### src/rtl/mem_port_arbiter_if.sv
// mem_port_arbiter_if: fetch, data, memory, stall and counter signals of the unified-memory arbiter
// slave modport: arbiter side; master modport: pipeline/memory side
interface mem_port_arbiter_if #(
  parameter int WORD_SIZE = 16
);
  logic                 i_req, i_flush, i_ready;
  logic [WORD_SIZE-1:0] i_address, i_rdata;
  logic                 d_readM, d_writeM, d_ready;
  logic [WORD_SIZE-1:0] d_address, d_wdata, d_rdata;
  logic                 m_readM, m_writeM;
  logic [WORD_SIZE-1:0] m_address, m_wdata, m_rdata;
  logic                 stall_IF, stall_MEM;
  logic [WORD_SIZE-1:0] num_i_access, num_d_access, num_conflict;
  modport slave (
    input  i_req, i_address, i_flush, d_readM, d_writeM, d_address, d_wdata, m_rdata,
    output i_rdata, i_ready, d_rdata, d_ready, m_readM, m_writeM, m_address, m_wdata,
    output stall_IF, stall_MEM, num_i_access, num_d_access, num_conflict
  );
  modport master (
    output i_req, i_address, i_flush, d_readM, d_writeM, d_address, d_wdata, m_rdata,
    input  i_rdata, i_ready, d_rdata, d_ready, m_readM, m_writeM, m_address, m_wdata,
    input  stall_IF, stall_MEM, num_i_access, num_d_access, num_conflict
  );
endinterface

### src/rtl/mem_port_arbiter.sv
// mem_port_arbiter: shares one fixed-latency memory port between IF fetches and MEM data accesses, data first
// ports: clk, reset_n (async active-low), bus (mem_port_arbiter_if.slave: fetch, data, memory, stalls, counters)
// ARB_PERF_COUNT_EN enables the num_i_access / num_d_access / num_conflict counters; otherwise they read 0
module mem_port_arbiter #(
  parameter int WORD_SIZE   = 16,
  parameter int MEM_LATENCY = 2
) (
  input logic               clk,
  input logic               reset_n,
  mem_port_arbiter_if.slave bus
);
  typedef enum logic [1:0] {IDLE, I_ACC, D_ACC} state_t;
  localparam logic [3:0] CNT_INIT = 4'(MEM_LATENCY - 1);
  state_t               state, state_nx;
  logic [3:0]           cnt, cnt_nx;
  logic [WORD_SIZE-1:0] addr, addr_nx, wdata, wdata_nx;
  logic                 is_write, is_write_nx, discard, discard_nx;
  logic                 d_req, acc, done, grant_d, grant_i;
  assign d_req = bus.d_readM | bus.d_writeM;
  assign acc   = state != IDLE;
  assign done  = acc && cnt == 4'd0;
  always_ff @(posedge clk or negedge reset_n)
    if (!reset_n) begin
      state    <= IDLE;
      cnt      <= '0;
      addr     <= '0;
      wdata    <= '0;
      is_write <= 1'b0;
      discard  <= 1'b0;
    end else begin
      state    <= state_nx;
      cnt      <= cnt_nx;
      addr     <= addr_nx;
      wdata    <= wdata_nx;
      is_write <= is_write_nx;
      discard  <= discard_nx;
    end
  // at completion only the other requester may be granted; the one just served waits a cycle
  always_comb begin
    grant_d     = d_req && (state == IDLE || (state == I_ACC && done));
    grant_i     = bus.i_req && !grant_d && (state == IDLE || (state == D_ACC && done));
    state_nx    = grant_d ? D_ACC : grant_i ? I_ACC : done ? IDLE : state;
    cnt_nx      = (grant_d || grant_i) ? CNT_INIT : cnt != 4'd0 ? cnt - 4'd1 : cnt;
    addr_nx     = grant_d ? bus.d_address : grant_i ? bus.i_address : addr;
    wdata_nx    = grant_d ? bus.d_wdata : wdata;
    is_write_nx = grant_d ? bus.d_writeM : grant_i ? 1'b0 : is_write;
    discard_nx  = (grant_d || grant_i) ? 1'b0 : (state == I_ACC && bus.i_flush) ? 1'b1 : discard;
  end
  assign bus.m_readM   = acc && !is_write;
  assign bus.m_writeM  = state == D_ACC && is_write;
  assign bus.m_address = acc ? addr : '0;
  assign bus.m_wdata   = state == D_ACC ? wdata : '0;
  // a flushed fetch still runs to completion on the memory but never reports ready
  assign bus.i_ready   = state == I_ACC && done && !discard && !bus.i_flush;
  assign bus.d_ready   = state == D_ACC && done;
  assign bus.i_rdata   = bus.i_ready ? bus.m_rdata : '0;
  assign bus.d_rdata   = bus.d_ready ? bus.m_rdata : '0;
  assign bus.stall_IF  = bus.i_req && !bus.i_ready;
  assign bus.stall_MEM = d_req && !bus.d_ready;
`ifdef ARB_PERF_COUNT_EN
  logic [WORD_SIZE-1:0] n_i, n_d, n_c;
  always_ff @(posedge clk or negedge reset_n)
    if (!reset_n) begin
      n_i <= '0;
      n_d <= '0;
      n_c <= '0;
    end else begin
      if (state == I_ACC && done) n_i <= n_i + 1'b1;
      if (state == D_ACC && done) n_d <= n_d + 1'b1;
      if (bus.i_req && state != I_ACC && d_req) n_c <= n_c + 1'b1;
    end
  assign bus.num_i_access = n_i;
  assign bus.num_d_access = n_d;
  assign bus.num_conflict = n_c;
`else
  assign bus.num_i_access = '0;
  assign bus.num_d_access = '0;
  assign bus.num_conflict = '0;
`endif
endmodule

### src/flat_wrapper.sv
// flat-port wrapper written by rule: the top's interface ports become plain ports
module mem_port_arbiter_flat 
#(
  parameter int WORD_SIZE   = 16,
  parameter int MEM_LATENCY = 2
)
  (clk, reset_n, bus_i_req, bus_i_address, bus_i_flush, bus_d_readM, bus_d_writeM, bus_d_address, bus_d_wdata, bus_m_rdata, bus_i_rdata, bus_i_ready, bus_d_rdata, bus_d_ready, bus_m_readM, bus_m_writeM, bus_m_address, bus_m_wdata, bus_stall_IF, bus_stall_MEM, bus_num_i_access, bus_num_d_access, bus_num_conflict);
  mem_port_arbiter_if #(.WORD_SIZE(WORD_SIZE)) bus_i ();
  input logic clk;
  input logic reset_n;
  input wire logic [$bits(bus_i.i_req)-1:0] bus_i_req;
  input wire logic [$bits(bus_i.i_address)-1:0] bus_i_address;
  input wire logic [$bits(bus_i.i_flush)-1:0] bus_i_flush;
  input wire logic [$bits(bus_i.d_readM)-1:0] bus_d_readM;
  input wire logic [$bits(bus_i.d_writeM)-1:0] bus_d_writeM;
  input wire logic [$bits(bus_i.d_address)-1:0] bus_d_address;
  input wire logic [$bits(bus_i.d_wdata)-1:0] bus_d_wdata;
  input wire logic [$bits(bus_i.m_rdata)-1:0] bus_m_rdata;
  output wire logic [$bits(bus_i.i_rdata)-1:0] bus_i_rdata;
  output wire logic [$bits(bus_i.i_ready)-1:0] bus_i_ready;
  output wire logic [$bits(bus_i.d_rdata)-1:0] bus_d_rdata;
  output wire logic [$bits(bus_i.d_ready)-1:0] bus_d_ready;
  output wire logic [$bits(bus_i.m_readM)-1:0] bus_m_readM;
  output wire logic [$bits(bus_i.m_writeM)-1:0] bus_m_writeM;
  output wire logic [$bits(bus_i.m_address)-1:0] bus_m_address;
  output wire logic [$bits(bus_i.m_wdata)-1:0] bus_m_wdata;
  output wire logic [$bits(bus_i.stall_IF)-1:0] bus_stall_IF;
  output wire logic [$bits(bus_i.stall_MEM)-1:0] bus_stall_MEM;
  output wire logic [$bits(bus_i.num_i_access)-1:0] bus_num_i_access;
  output wire logic [$bits(bus_i.num_d_access)-1:0] bus_num_d_access;
  output wire logic [$bits(bus_i.num_conflict)-1:0] bus_num_conflict;
  assign bus_i.i_req = bus_i_req;
  assign bus_i.i_address = bus_i_address;
  assign bus_i.i_flush = bus_i_flush;
  assign bus_i.d_readM = bus_d_readM;
  assign bus_i.d_writeM = bus_d_writeM;
  assign bus_i.d_address = bus_d_address;
  assign bus_i.d_wdata = bus_d_wdata;
  assign bus_i.m_rdata = bus_m_rdata;
  assign bus_i_rdata = bus_i.i_rdata;
  assign bus_i_ready = bus_i.i_ready;
  assign bus_d_rdata = bus_i.d_rdata;
  assign bus_d_ready = bus_i.d_ready;
  assign bus_m_readM = bus_i.m_readM;
  assign bus_m_writeM = bus_i.m_writeM;
  assign bus_m_address = bus_i.m_address;
  assign bus_m_wdata = bus_i.m_wdata;
  assign bus_stall_IF = bus_i.stall_IF;
  assign bus_stall_MEM = bus_i.stall_MEM;
  assign bus_num_i_access = bus_i.num_i_access;
  assign bus_num_d_access = bus_i.num_d_access;
  assign bus_num_conflict = bus_i.num_conflict;
  mem_port_arbiter #(.WORD_SIZE(WORD_SIZE), .MEM_LATENCY(MEM_LATENCY)) u_core (.clk(clk), .reset_n(reset_n), .bus(bus_i));
endmodule
### config.mk
export PLATFORM = sky130hd
export DESIGN_NAME = mem_port_arbiter_flat
export DESIGN_NICKNAME = d
export VERILOG_FILES = /design/src/rtl/mem_port_arbiter_if.sv /design/src/rtl/mem_port_arbiter.sv /design/src/flat_wrapper.sv
export SDC_FILE = /design/constraint.sdc
export NUM_CORES = 1
export LEC_CHECK = 0
export ABC_AREA = 1
export BUFFER_PORTS_ARGS = -buffer_cell sky130_fd_sc_hd__clkbuf_2
export CAP_MARGIN = 20
export CELL_PAD_IN_SITES_DETAIL_PLACEMENT = 0
export CELL_PAD_IN_SITES_GLOBAL_PLACEMENT = 2
export CORE_ASPECT_RATIO = 2
export CORE_MARGIN = 3
export CORE_UTILIZATION = 18
export DETAILED_ROUTE_END_ITERATION = 8
export GPL_TIMING_DRIVEN = 0
export PLACE_DENSITY_LB_ADDON = 0.1
export SLEW_MARGIN = 20
export SYNTH_ARGS = -nofsm -noshare
export SYNTH_HDL_FRONTEND = slang
export SYNTH_SLANG_ARGS = --single-unit
export TNS_END_PERCENT = 30
### constraint.sdc
create_clock -name clk -period 1.6 [get_ports clk]
set_input_delay 0.08 -clock clk [delete_from_list [all_inputs] [get_ports clk]]
set_output_delay 0.08 -clock clk [all_outputs]
set_load 0.005 [all_outputs]
# Yosys cells after proc, flatten, opt, wreduce, memory -nomap -nowiden
# Cells that the tools add are included.
# word_totals
ff_bits	40
input_bits	70
out_inout_bits	118
wordCells	55
# op_classes
addsub	1
eq_ne	2
mux	15
bitwise_logic	1
n_reduce_logical	30
# ops
operator	count
two-way mux 16 bit	6
logical AND 1 bit	13
two-way mux 4 bit	2
nonzero test 2 bit	4
zero test 1 bit	6
two-way mux 2 bit	3
zero test 4 bit	1
two-way mux 1 bit	4
nonzero test 4 bit	1
subtractor 4 x 1 -> 4 bit (second input constant)	1
logical OR 1 bit	3
nonzero test 3 bit	1
== test 2 x 1 -> 1 bit (second input constant)	1
== test 2 bit (second input constant)	1
zero test 2 bit	1
bitwise OR 1 bit	1

# Logic depth before layout (Yosys ltp)
# logic_depth
word_depth	10
mapped_depth	10
ltp_nobuf	9

# Worst setup path after synthesis
# OpenSTA, ideal clock, no wires.
# synth_timing
path_kind	register -> register
start	register u_core.cnt[0]
end	register u_core.addr[10]
setup_time_ns	0.116
arrival_time_ns	1.437
required_time_ns	1.484
slack_ns	0.047
path_stages_with_launch	10
n_path_buf	2
synth_period_minus_slack_ns	1.553
path_cell_list	dfrtp_1 -> inv_1 -> ha_1 -> nand2_1 -> nor2_4 -> o21ai_2 -> buf_6 -> buf_6 -> nand3_1 -> nand2_1
# synth_via
word_cells_on_any_way	12
cone_classes	mux: 1; reduce/logical: 11
# synth_rtl
element	line_no	rtl
start, declared	mem_port_arbiter.sv:15	logic [3:0] cnt, cnt_nx;
start signal, assigned	mem_port_arbiter.sv:32	cnt <= cnt_nx;
zero test 4 bit	mem_port_arbiter.sv:21	assign done = acc && cnt == 4'd0;
logical AND 1 bit	mem_port_arbiter.sv:21	
logical AND 1 bit	-	
via bus_d_ready	flat_wrapper.sv:22	output wire logic [$bits(bus_i.d_ready)-1:0] bus_d_ready;
logical OR 1 bit	mem_port_arbiter.sv:41	grant_i = bus.i_req && !grant_d && (state == IDLE || (state == D_ACC && done));
logical AND 1 bit	mem_port_arbiter.sv:41	
nonzero test 2 bit (no line)	-	
end signal, assigned	mem_port_arbiter.sv:33	addr <= addr_nx;
end, declared	mem_port_arbiter.sv:16	logic [WORD_SIZE-1:0] addr, addr_nx, wdata, wdata_nx;
# The timed path passes the listed nets, and every way through them passes these cells.
# A chain may end at the register's enable or synchronous reset.

# Worst setup path in the final report
# layout_timing
start	register u_core.cnt[0]
end	output bus_i_rdata[7]
# layout_via
elab_chain_cells	6
# layout_lines
element	line_no	rtl
zero test 4 bit	mem_port_arbiter.sv:21	
logical AND 1 bit	mem_port_arbiter.sv:21	
logical AND 1 bit (3 in series)	mem_port_arbiter.sv:54	assign bus.i_ready = state == I_ACC && done && !discard && !bus.i_flush;
two-way mux 16 bit	mem_port_arbiter.sv:56	assign bus.i_rdata = bus.i_ready ? bus.m_rdata : '0;
end, declared	flat_wrapper.sv:19	output wire logic [$bits(bus_i.i_rdata)-1:0] bus_i_rdata;
# Every way passes these cells.

==> run metrics <==
drt wl/cell=~13 um; final wirelength=between 10000 and 15000 um; post-synthesis cell type count=26; yosys warns=0; RR Startpoint=u_core.cnt[0]$_DFFE_PN0P_; Syn Std Cell Area=about 2800 um^2; complex-gate fraction of the synthesized area=between 5 and 6%; routability cong.=roughly 0.7; unrepaired setup endpoints after global routing=true; syn_area_per_cell=6.98 um^2; antenna-violating nets left=0; first-pass GRT wire length=approximately 15000 um; Hold Slack=around 32 ps; placed instance count=between 700 and 800; Clock Latency Late Sink=290 ps; VDD IR max=around 0.59 mV; post-DP HPWL=between 8000 and 9000 um; drt via density=3.67; Seq/Total Area, Yosys=36.1%; GRT Total Usage=between 10% and 20%; die height=about 180 um; TNS Setup=-1610 ps; Initial DRC Count=56; Setup CP Type=register to output pin; dpl ws=-355 ps; P_int=between 4000 and 5000 uW; Hold Crit Start=bus_d_wdata[12]; Max Freq=605 MHz; number of remaining DRC errors=0; failing checks=negative setup slack; top-count cell post-synth=nor2_1; worst slew pin tran=around 620 ps; Setup Skew=roughly 9.4 ps; non-filler cells in the finished layout=807; top_reg_cell synth=dfrtp_1; Synth area leader=dfrtp_1; sequential fraction of design power=a little under a quarter; post-synthesis async set-or-reset flop share=between 90% and 100%; Final min period=~1700 ps; Pins Over Slew Limit=0; TritonCTS clock tree=built; cell row count=63; first-pass detailed-route iteration total=4; Final Setup Violations=42; initial core utilization=a little under a fifth; nets@finish=682; post-route setup slack=-53.6 ps; initial antenna violation count=0; Fin. Hold Viols=0; Rel. slew slack=between 50% and 60%; Worst Path Required=around 1500 ps; CTS sink count=40; min-delay worst type=primary input to register; via count=2963; Static Leakage=around 0.0027 uW; Synth Area in Simple Gates=31.9%; vias in the first global route=about 3.1k; Area Growth Syn to Fin=62.9%; Clk network pwr share=between 10% and 20%; clock buffer depth=2; mux cell area share after synthesis=0.361%; Overall Power=7300 uW; Port Buf Inserts=139; Switching Share=between 40% and 50%; largest net degree at the start of global routing=41; Worst setup startpoint=u_core.cnt[0]$_DFFE_PN0P_; P per Cell Area=about 1600 nW/um^2; gr ovfl total=0; Clock Tree Root=clkbuf_16; share of cells above drive strength 1=between 40% and 50%; post-synthesis xor/xnor area fraction=less than 1%; Comb power frac=a little over 60%; core area=15000 um^2; flop and latch count out of synthesis=40; # IOs=188; share of the synthesized area in the top cell type=36.1%; max cap viols=0; startpoint types=register; largest family of logic cells by synthesized area=simple AND/OR/NAND/NOR gates; die area=17000 um^2; Mapped Cells=between 300 and 400; Worst setup EP type=output pin; ANT cells=0; fin crit share=103%; Arr. time, crit path=about 1600 ps; top post-synthesis cells by area=dfrtp_1 (36%), buf_4 (14%), nor2_1 (12%), nand2_1 (9.7%), inv_1 (7.9%); status=complete, but fails checks; Adder-Cell Fraction of Synth Area=less than 1%; Post-synth EDFFs=0; sw power=3180 uW; Die W=~94 um; Reg clk slew, reported paths=70 ps; CTS Buf Count=5; worst-path fanout max=10; H-Tree Depth=2; Synth top cells by count=nor2_1 (85), nand2_1 (72), inv_1 (58)
## power groups by stage
stage / registers, uW / logic (uW) / clock network (uW)
6_report: 1740 / 4500 / 1060
5_1_grt: 1790 / 5090 / 1130
4_1_cts: 1730 / 4400 / 1110
3_5_place_dp: 1750 / 3780 / 0
3_3_place_gp: 1730 / 3770 / 0
2_1_floorplan: 1700 / 2370 / 0
## stage by stage
stage                     util [%]  instance area (um^2)
after detailed placement      26.0                  3890
after CTS                     29.2                  4370
after global routing          30.2                  4520
after global placement        26.0                  3890
final                         30.2                  4520
after floorplan                  -                  2950
## worst max-delay path, stage by stage (launching register included)
cell	delay (ps)
dfrtp_1	370
inv_2	90
ha_4	180
nand3_4	90
nor3_4	140
inv_2	80
buf_6	140
nor2_1	80
buf_2	120
## kinds of logic (layout without fill, tap and decap cells)
family	after synthesis	in the layout
xor gates and xnor gates	1	1
muxes	1	1
AOI/OAI and AO/OA	23	23
and+or+nand+nor	204	204
other	1	48
adders and majority gates	1	1
DFF	40	40
buffers and inverters	126	294
## final timing paths
kind                                                end  slack, ps  cells after the start
hold / removal             u_core.wdata[12]$_DFFE_PN0P_         30                      3
min in group asynchronous  u_core.wdata[13]$_DFFE_PN0P_        370                      2
hold reg to reg             u_core.addr[12]$_DFFE_PN0P_        510                      2
setup / recovery                         bus_i_rdata[7]        -50                      8
setup reg to reg            u_core.addr[13]$_DFFE_PN0P_        -50                     11
max in group asynchronous   u_core.state[1]$_DFFE_PN0P_        770                      2
## registers in the layout, indices dropped and copies added (netlist names)
register and flops:
u_core.addr 16, u_core.wdata 16, u_core.cnt 4, u_core.state 2, u_core.discard 1, u_core.is_write 1
## routing by layer
metal  global-route usage [%]  routed length [um]
met5                        0                   0
met4                     3.82                 144
met3                     1.74                 666
met2                     24.7                6030
met1                     10.6                3380
## timing repair
action                                  in CTS  in global routing
setup buffers                               14                  4
hold buffers                                 1                  0
pin swaps                                    6                  4
cloned                                       1                  1
endpoints found under the hold margin       40                  0
endpoints found under the setup margin      96                 80
resized for setup                           55                 44
## cells in the final DEF (no fill, tap or decap), types with 4 or more instances in the layout
cell and count:
clkbuf_16 6, nor2_1 62, nand2_1 70, nor2_4 13
buf_6 10, buf_2 20, inv_1 55, clkbuf_2 118
dfrtp_1 38, conb_1 48, nand3_1 35, inv_2 5
nor2_2 14, a21oi_1 10, buf_4 65, buf_8 4
a21oi_2 10
## final cells by class
cell class / instances / area (um^2)
Buffer: 65 / 538
Clock buffer: 6 / 139
Sequential cell: 40 / 1000
Multi-Input combinational cell: 278 / 1420
Tap cell: 195 / 244
Timing Repair Buffer: 160 / 922
Inverter: 61 / 234
Clock inverter: 2 / 15.0
Fill cell: 1692 / 10500
(Power assumes the default switching activity.)
